**src/rtl/alu_exec_pkg.sv**
```systemverilog
// rtl/alu_exec_pkg.sv - shared op codes, FSM states and sizing helpers for alu_exec_unit
package alu_exec_pkg;

  localparam int WIDTH_DEFAULT = 32;

  localparam logic [2:0] ALU_AND = 3'b000;
  localparam logic [2:0] ALU_OR  = 3'b001;
  localparam logic [2:0] ALU_ADD = 3'b010;
  localparam logic [2:0] ALU_SUB = 3'b100;
  localparam logic [2:0] ALU_MUL = 3'b101;
  localparam logic [2:0] ALU_SLT = 3'b110;

  typedef enum logic {
    IDLE = 1'b0,
    MUL  = 1'b1
  } state_e;

  // Width of the multiply iteration counter for a given operand width.
  function automatic int cnt_width(input int width);
    return $clog2(width + 1);
  endfunction

  localparam int CNT_W_DEFAULT = cnt_width(WIDTH_DEFAULT);

endpackage

```
**src/rtl/alu_iter_mul.sv**
```systemverilog
// rtl/alu_iter_mul.sv - iterative radix-2 shift-add multiplier, WIDTH steps per product
//
// Ports:
//   clk, rst_n   clock, asynchronous active-low reset
//   start_i      load operands and begin iterating (ignored while busy)
//   a_i, b_i     multiplicand, multiplier (sampled on start_i)
//   done_o       high during the cycle whose rising edge performs the last step
//   product_o    accumulator value after the step taken at the next edge;
//                holds the final low-WIDTH product while done_o is high
module alu_iter_mul
  import alu_exec_pkg::*;
#(
  parameter int WIDTH = WIDTH_DEFAULT
) (
  input  logic             clk,
  input  logic             rst_n,
  input  logic             start_i,
  input  logic [WIDTH-1:0] a_i,
  input  logic [WIDTH-1:0] b_i,
  output logic             done_o,
  output logic [WIDTH-1:0] product_o
);

  localparam int CW = cnt_width(WIDTH);
  localparam logic [CW-1:0] LAST = CW'(WIDTH - 1);

  logic             busy_q, busy_d;
  logic [WIDTH-1:0] mcand_q, mcand_d;
  logic [WIDTH-1:0] mplier_q, mplier_d;
  logic [WIDTH-1:0] acc_q, acc_d;
  logic [CW-1:0]    count_q, count_d;
  logic [WIDTH-1:0] step_acc;

  // Accumulator after this cycle's conditional add; exported so the caller
  // can capture the final product on the same edge as the last step.
  assign step_acc  = acc_q + (mplier_q[0] ? mcand_q : '0);
  assign done_o    = busy_q && (count_q == LAST);
  assign product_o = step_acc;

  always_comb begin
    busy_d   = busy_q;
    mcand_d  = mcand_q;
    mplier_d = mplier_q;
    acc_d    = acc_q;
    count_d  = count_q;
    if (busy_q) begin
      acc_d    = step_acc;
      mcand_d  = mcand_q << 1;
      mplier_d = mplier_q >> 1;
      count_d  = count_q + CW'(1);
      if (count_q == LAST) begin
        busy_d = 1'b0;
      end
    end else if (start_i) begin
      busy_d   = 1'b1;
      mcand_d  = a_i;
      mplier_d = b_i;
      acc_d    = '0;
      count_d  = '0;
    end
  end

  always_ff @(posedge clk or negedge rst_n) begin
    if (!rst_n) begin
      busy_q   <= 1'b0;
      mcand_q  <= '0;
      mplier_q <= '0;
      acc_q    <= '0;
      count_q  <= '0;
    end else begin
      busy_q   <= busy_d;
      mcand_q  <= mcand_d;
      mplier_q <= mplier_d;
      acc_q    <= acc_d;
      count_q  <= count_d;
    end
  end

endmodule

```
**src/rtl/alu_exec_unit.sv**
```systemverilog
// rtl/alu_exec_unit.sv - execute-stage ALU with valid/ready handshakes and iterative MUL
//
// Optional feature macro: ALU_OVF_EN (adds registered signed-overflow flag ovf).
//
// Ports:
//   clk, rst_n             clock, asynchronous active-low reset
//   in_valid / in_ready    operand bundle handshake (alu_control, src_a, src_b)
//   out_valid / out_ready  result handshake (result, zero, illegal_op[, ovf])
//   result                 registered result
//   zero                   registered result==0 flag
//   illegal_op             registered, result came from an illegal op code
//   ovf                    (ALU_OVF_EN only) registered signed overflow of ADD/SUB
module alu_exec_unit
  import alu_exec_pkg::*;
#(
  parameter int WIDTH = WIDTH_DEFAULT
) (
  input  logic             clk,
  input  logic             rst_n,
  input  logic             in_valid,
  output logic             in_ready,
  input  logic [2:0]       alu_control,
  input  logic [WIDTH-1:0] src_a,
  input  logic [WIDTH-1:0] src_b,
  output logic             out_valid,
  input  logic             out_ready,
  output logic [WIDTH-1:0] result,
  output logic             zero,
  output logic             illegal_op
`ifdef ALU_OVF_EN
  ,
  output logic             ovf
`endif
);

  state_e           state_q, state_d;
  logic             out_valid_q, out_valid_d;
  logic [WIDTH-1:0] result_q, result_d;
  logic             zero_q, zero_d;
  logic             illegal_q, illegal_d;
`ifdef ALU_OVF_EN
  logic             ovf_q, ovf_d;
`endif

  logic             accept;
  logic             mul_start;
  logic             mul_done;
  logic [WIDTH-1:0] mul_product;
  logic [WIDTH-1:0] sum, diff;

  assign in_ready   = (state_q == IDLE) && (!out_valid_q || out_ready);
  assign accept     = in_valid && in_ready;
  assign out_valid  = out_valid_q;
  assign result     = result_q;
  assign zero       = zero_q;
  assign illegal_op = illegal_q;
`ifdef ALU_OVF_EN
  assign ovf        = ovf_q;
`endif

  assign sum  = src_a + src_b;
  assign diff = src_a - src_b;

  alu_iter_mul #(
    .WIDTH(WIDTH)
  ) u_mul (
    .clk      (clk),
    .rst_n    (rst_n),
    .start_i  (mul_start),
    .a_i      (src_a),
    .b_i      (src_b),
    .done_o   (mul_done),
    .product_o(mul_product)
  );

  always_comb begin
    state_d     = state_q;
    // A consumed result clears out_valid unless a new write lands on the same edge.
    out_valid_d = out_valid_q && !out_ready;
    result_d    = result_q;
    zero_d      = zero_q;
    illegal_d   = illegal_q;
`ifdef ALU_OVF_EN
    ovf_d       = ovf_q;
`endif
    mul_start   = 1'b0;

    case (state_q)
      IDLE: begin
        if (accept) begin
          if (alu_control == ALU_MUL) begin
            mul_start   = 1'b1;
            state_d     = MUL;
            out_valid_d = 1'b0;
          end else begin
            out_valid_d = 1'b1;
            illegal_d   = 1'b0;
`ifdef ALU_OVF_EN
            ovf_d       = 1'b0;
`endif
            case (alu_control)
              ALU_AND: result_d = src_a & src_b;
              ALU_OR:  result_d = src_a | src_b;
              ALU_ADD: begin
                result_d = sum;
`ifdef ALU_OVF_EN
                ovf_d = (src_a[WIDTH-1] == src_b[WIDTH-1]) && (sum[WIDTH-1] != src_a[WIDTH-1]);
`endif
              end
              ALU_SUB: begin
                result_d = diff;
`ifdef ALU_OVF_EN
                ovf_d = (src_a[WIDTH-1] != src_b[WIDTH-1]) && (diff[WIDTH-1] != src_a[WIDTH-1]);
`endif
              end
              ALU_SLT: result_d = {{(WIDTH-1){1'b0}}, ($signed(src_a) < $signed(src_b))};
              default: begin
                result_d  = '0;
                illegal_d = 1'b1;
              end
            endcase
            zero_d = (result_d == '0);
          end
        end
      end
      MUL: begin
        if (mul_done) begin
          state_d     = IDLE;
          out_valid_d = 1'b1;
          result_d    = mul_product;
          zero_d      = (mul_product == '0);
          illegal_d   = 1'b0;
`ifdef ALU_OVF_EN
          ovf_d       = 1'b0;
`endif
        end
      end
      default: state_d = IDLE;
    endcase
  end

  always_ff @(posedge clk or negedge rst_n) begin
    if (!rst_n) begin
      state_q     <= IDLE;
      out_valid_q <= 1'b0;
      result_q    <= '0;
      zero_q      <= 1'b0;
      illegal_q   <= 1'b0;
`ifdef ALU_OVF_EN
      ovf_q       <= 1'b0;
`endif
    end else begin
      state_q     <= state_d;
      out_valid_q <= out_valid_d;
      result_q    <= result_d;
      zero_q      <= zero_d;
      illegal_q   <= illegal_d;
`ifdef ALU_OVF_EN
      ovf_q       <= ovf_d;
`endif
    end
  end

endmodule

```
**config.mk**
```make
export PLATFORM = sky130hd
export DESIGN_NAME = alu_exec_unit
export DESIGN_NICKNAME = d
export VERILOG_FILES = /design/src/rtl/alu_exec_pkg.sv /design/src/rtl/alu_iter_mul.sv /design/src/rtl/alu_exec_unit.sv
export SDC_FILE = /design/constraint.sdc
export NUM_CORES = 1
export LEC_CHECK = 0
export BUFFER_PORTS_ARGS = -buffer_cell sky130_fd_sc_hd__buf_2
export CAP_MARGIN = 20
export CORE_ASPECT_RATIO = 1.25
export CORE_MARGIN = 2
export CORE_UTILIZATION = 49
export DETAILED_ROUTE_END_ITERATION = 7
export GPL_ROUTABILITY_DRIVEN = 0
export GPL_TIMING_DRIVEN = 0
export PLACE_DENSITY_LB_ADDON = 0.25
export REMOVE_ABC_BUFFERS = 1
export SLEW_MARGIN = 20
export SYNTH_ARGS = -nofsm -noshare
export SYNTH_HDL_FRONTEND = slang
export SYNTH_SLANG_ARGS = --single-unit
```
**constraint.sdc**
```tcl
create_clock -name clk -period 4.9 [get_ports clk]
set_clock_uncertainty 0.15 [all_clocks]
set_input_delay 0.49 -clock clk [delete_from_list [all_inputs] [get_ports clk]]
set_output_delay 0.49 -clock clk [all_outputs]
set_load 0.02 [all_outputs]
```
==> flow_summary.ini <==
[power_and_ir_drop]
p_leak_nw = 6.938
vdd_drop_max_mv = 0.2785
pwr_density_cell_nw_per_um2 = 421.0

[die]
fp.dieH_um = 188.3
core_um2 = 26740
dieArea_um2 = 28520
initial_core_util = 0.4980
row_count = 67
io_pins = 107
die_w_um = 151.5

[yosys]
syn_inst = 1791
synth_cell_type_count = 78
synth_edf_count = 0
ys.flop_type = dfrtp_1
synthArstFlopShare = 1.000
avgSynthCellArea_um2 = 7.436
synth_warnings = 0
ys_seq_area_frac = 0.2612
ys_seq_elements = 139
synthesis.area_um2 = 13320

[setup_path]
cp_data_arrival_time_ns = 5.02
reg2reg_from = u_mul.mplier_q[0]
startpoint = u_mul.mplier_q[0]
critPathMaxFanout = 4
ff2ff_path_depth = 14
startpoint_type = flip-flop
r2r_setup_slack_ns = 0.10
r2r-end = zero
crit_required_ns = 5.13
crit_path_end_kind = flip-flop
critPathKind = flip-flop to flip-flop

[timing]
setup_viol_count_final = 0
worst_slew_pin_slew_ns = 1.173
fmax_ghz = 0.2084
fin_crit_sh = 0.9792
relSlewSlack = 0.1980
period_needed_ns = 4.798
report.final.slew_viol_count = 0
finalHoldViolCount = 0
final.setup.worst_slack_ns = 0.1018

[outcome]
status = complete, no violations

[worst_hold_path]
worstHoldEndpoint = out_valid
holdCritStartpoint = out_ready
hold_path.class = input pin to flip-flop
hold_depth = 3

[drt]
drc = 0
first_pass_iters = 6
wl_per_cell_um = 19.20
drt_iter0_drc = 1723
postRouteAntennaNets = 0
wl_um = 42210
vias_per_cell = 6.272
vias = 13790

[job]
maxCapViolCount = 0

[placement]
dp_cells = 2160
port_buffers = 106
preCtsSetupSlack_ns = -0.4891
place_hpwl_um = 31350

[global_route]
grt_pass1_vias = 12990
grt_max_degree = 84
antenna_found_initial = 2
grt.overflow.total = 0
grt_pass1_wl_um = 67270
grt.total_usage = 0.2955

[cts]
cts_tree = built
htreeDepth = 4
clk_latency_ns = 0.45
cts.clk_slew.worst_paths_ns = 0.06
clock-sinks = 139
cts_root_buf = clkbuf_16
clock_path_buffers = 2
cts_buffers = 17

[final_layout]
nets = 2045
fin_cells = 2199
drive_above_1_share = 0.1117
area_delta_synth_final_pct = 12.77
cells in the final DEF (no fill, tap or decap), types with 23 or more instances in the layout:
cell type,count
nor2_1,181
mux2i_1,47
o21ai_0,169
ha_1,129
nand2_1,216
inv_1,131
a21oi_1,189
dfrtp_1,136
buf_2,104
nand3_1,39
nand4_1,23
and2_1,37
layout make-up:
type,instances,area (um2)
Antenna cell,1,2.502
Fill cell,2534,11720
Sequential cell,139,3487
Timing Repair Buffer,133,913.4
Inverter,133,499.2
Multi-Input combinational cell,1416,9064
Clock inverter,12,163.9
Clock buffer,20,456.7
Tap cell,345,431.7
metrics by stage:
step	hold slack (ns)	TNS (ns)	area [um2]	power [mW]	util
detailed placement	0.3185	-0.4891	14240	4.797	0.5324
finish	0.1845	0	15020	6.323	0.5616
global route	0.2014	-0.004469	15020	6.747	0.5616
floorplan	0.04441	-105.11	12920	3.917	-
CTS	0.1815	0	14920	6.254	0.5578
global placement	0.3104	-474.37	13890	4.705	0.5193
cells by family (layout without fill, tap and decap cells):
group / count (synthesis) / count (layout) / synth area share
compound gates: 579 / 579 / 0.2673
mux: 55 / 55 / 0.04209
fa+ha+maj: 134 / 134 / 0.1276
flops: 139 / 139 / 0.2612
xor+xnor: 37 / 37 / 0.02433
other cells: 0 / 1 / 0
buf+inv: 236 / 298 / 0.06708
simple gates: 611 / 611 / 0.2104
synth_stat cells (all sizes together) (8+ instances only):
library cell  number  area share
and2              37       0.017
nand3             39       0.015
o21bai            14      0.0079
or3                8      0.0038
o21a              10      0.0056
a221o             11      0.0083
and3              11      0.0052
nor2b             14      0.0066
o211ai            16      0.0090
xnor2             22       0.014
o221ai             9      0.0059
buf               10      0.0034
xor2              15      0.0099
a31oi             13      0.0061
inv              132       0.037
nor3              24      0.0090
dfrtp            139        0.26
ha               131        0.12
a21o              21       0.012
nor4              14      0.0066
a211oi            22       0.012
o21ai            179       0.068
nand4             23       0.011
clkbuf            93       0.026
o31ai             13      0.0073
mux2               8      0.0068
a21oi            190       0.072
nand2            216       0.061
mux2i             47       0.035
nand2b            18      0.0085
nor2             183       0.052
metal layers:
| metal | global-route usage | part of all wire | up-vias |
|---|---|---|---|
| li1 | - | - | 6445 |
| met1 | 0.3892 | 0.42 | 6492 |
| met2 | 0.4786 | 0.46 | 698 |
| met3 | 0.04964 | 0.079 | 156 |
| met4 | 0.1219 | 0.043 | 2 |
| met5 | 0 | 0.00026 | - |
where the power goes:
| part | total [mW] | internal (mW) | switching [mW] |
|---|---|---|---|
| combinational | 2.90 | 1.09 | 1.81 |
| sequential | 2.02 | 1.65 | 0.363 |
| clock | 1.40 | 0.832 | 0.572 |
sequential cells by signal, indices dropped and copies added, names as in the netlist:
name / count
result: 32
u_mul.mplier_q: 32
u_mul.busy_q: 1
u_mul.acc_q: 32
u_mul.count_q: 6
state_q: 1
zero: 1
illegal_op: 1
out_valid: 1
u_mul.mcand_q: 32
critical path, cell delays in order (launching register included):
cell and delay [ns]:
dfrtp_4 0.49, and2_1 0.19, ha_2 0.19, fa_2 0.37, a21o_1 0.21, a221o_1 0.37, and4_4 0.24, o41ai_1 0.38
a31oi_1 0.21, or4_4 0.58, nor3b_2 0.23, nand4_1 0.16, or4b_1 0.48, or4_1 0.40, nand3_1 0.10
what timing repair did:
| item | CTS | global route |
|---|---|---|
| hold buffers | 1 | 0 |
| pin swaps | 3 | 6 |
| hold endpoints to repair | 82 | 0 |
| endpoints found under the setup margin | 1 | 1 |
| gates resized for setup | 4 | 15 |
| buffers inserted | 3 | 2 |
worst max path at each step:
stage | endpoint | slack, ns | cells after the start
finish | zero | 0.10 | 14
global placement | u_mul.mcand_q[23] | -4.88 | 5
CTS | zero | 0.009 | 15
detailed placement | zero | -0.49 | 13
floorplan | zero | -1.63 | 12
global route | zero | -0.004 | 15
Note: power is estimated with default switching activity, not from simulation.
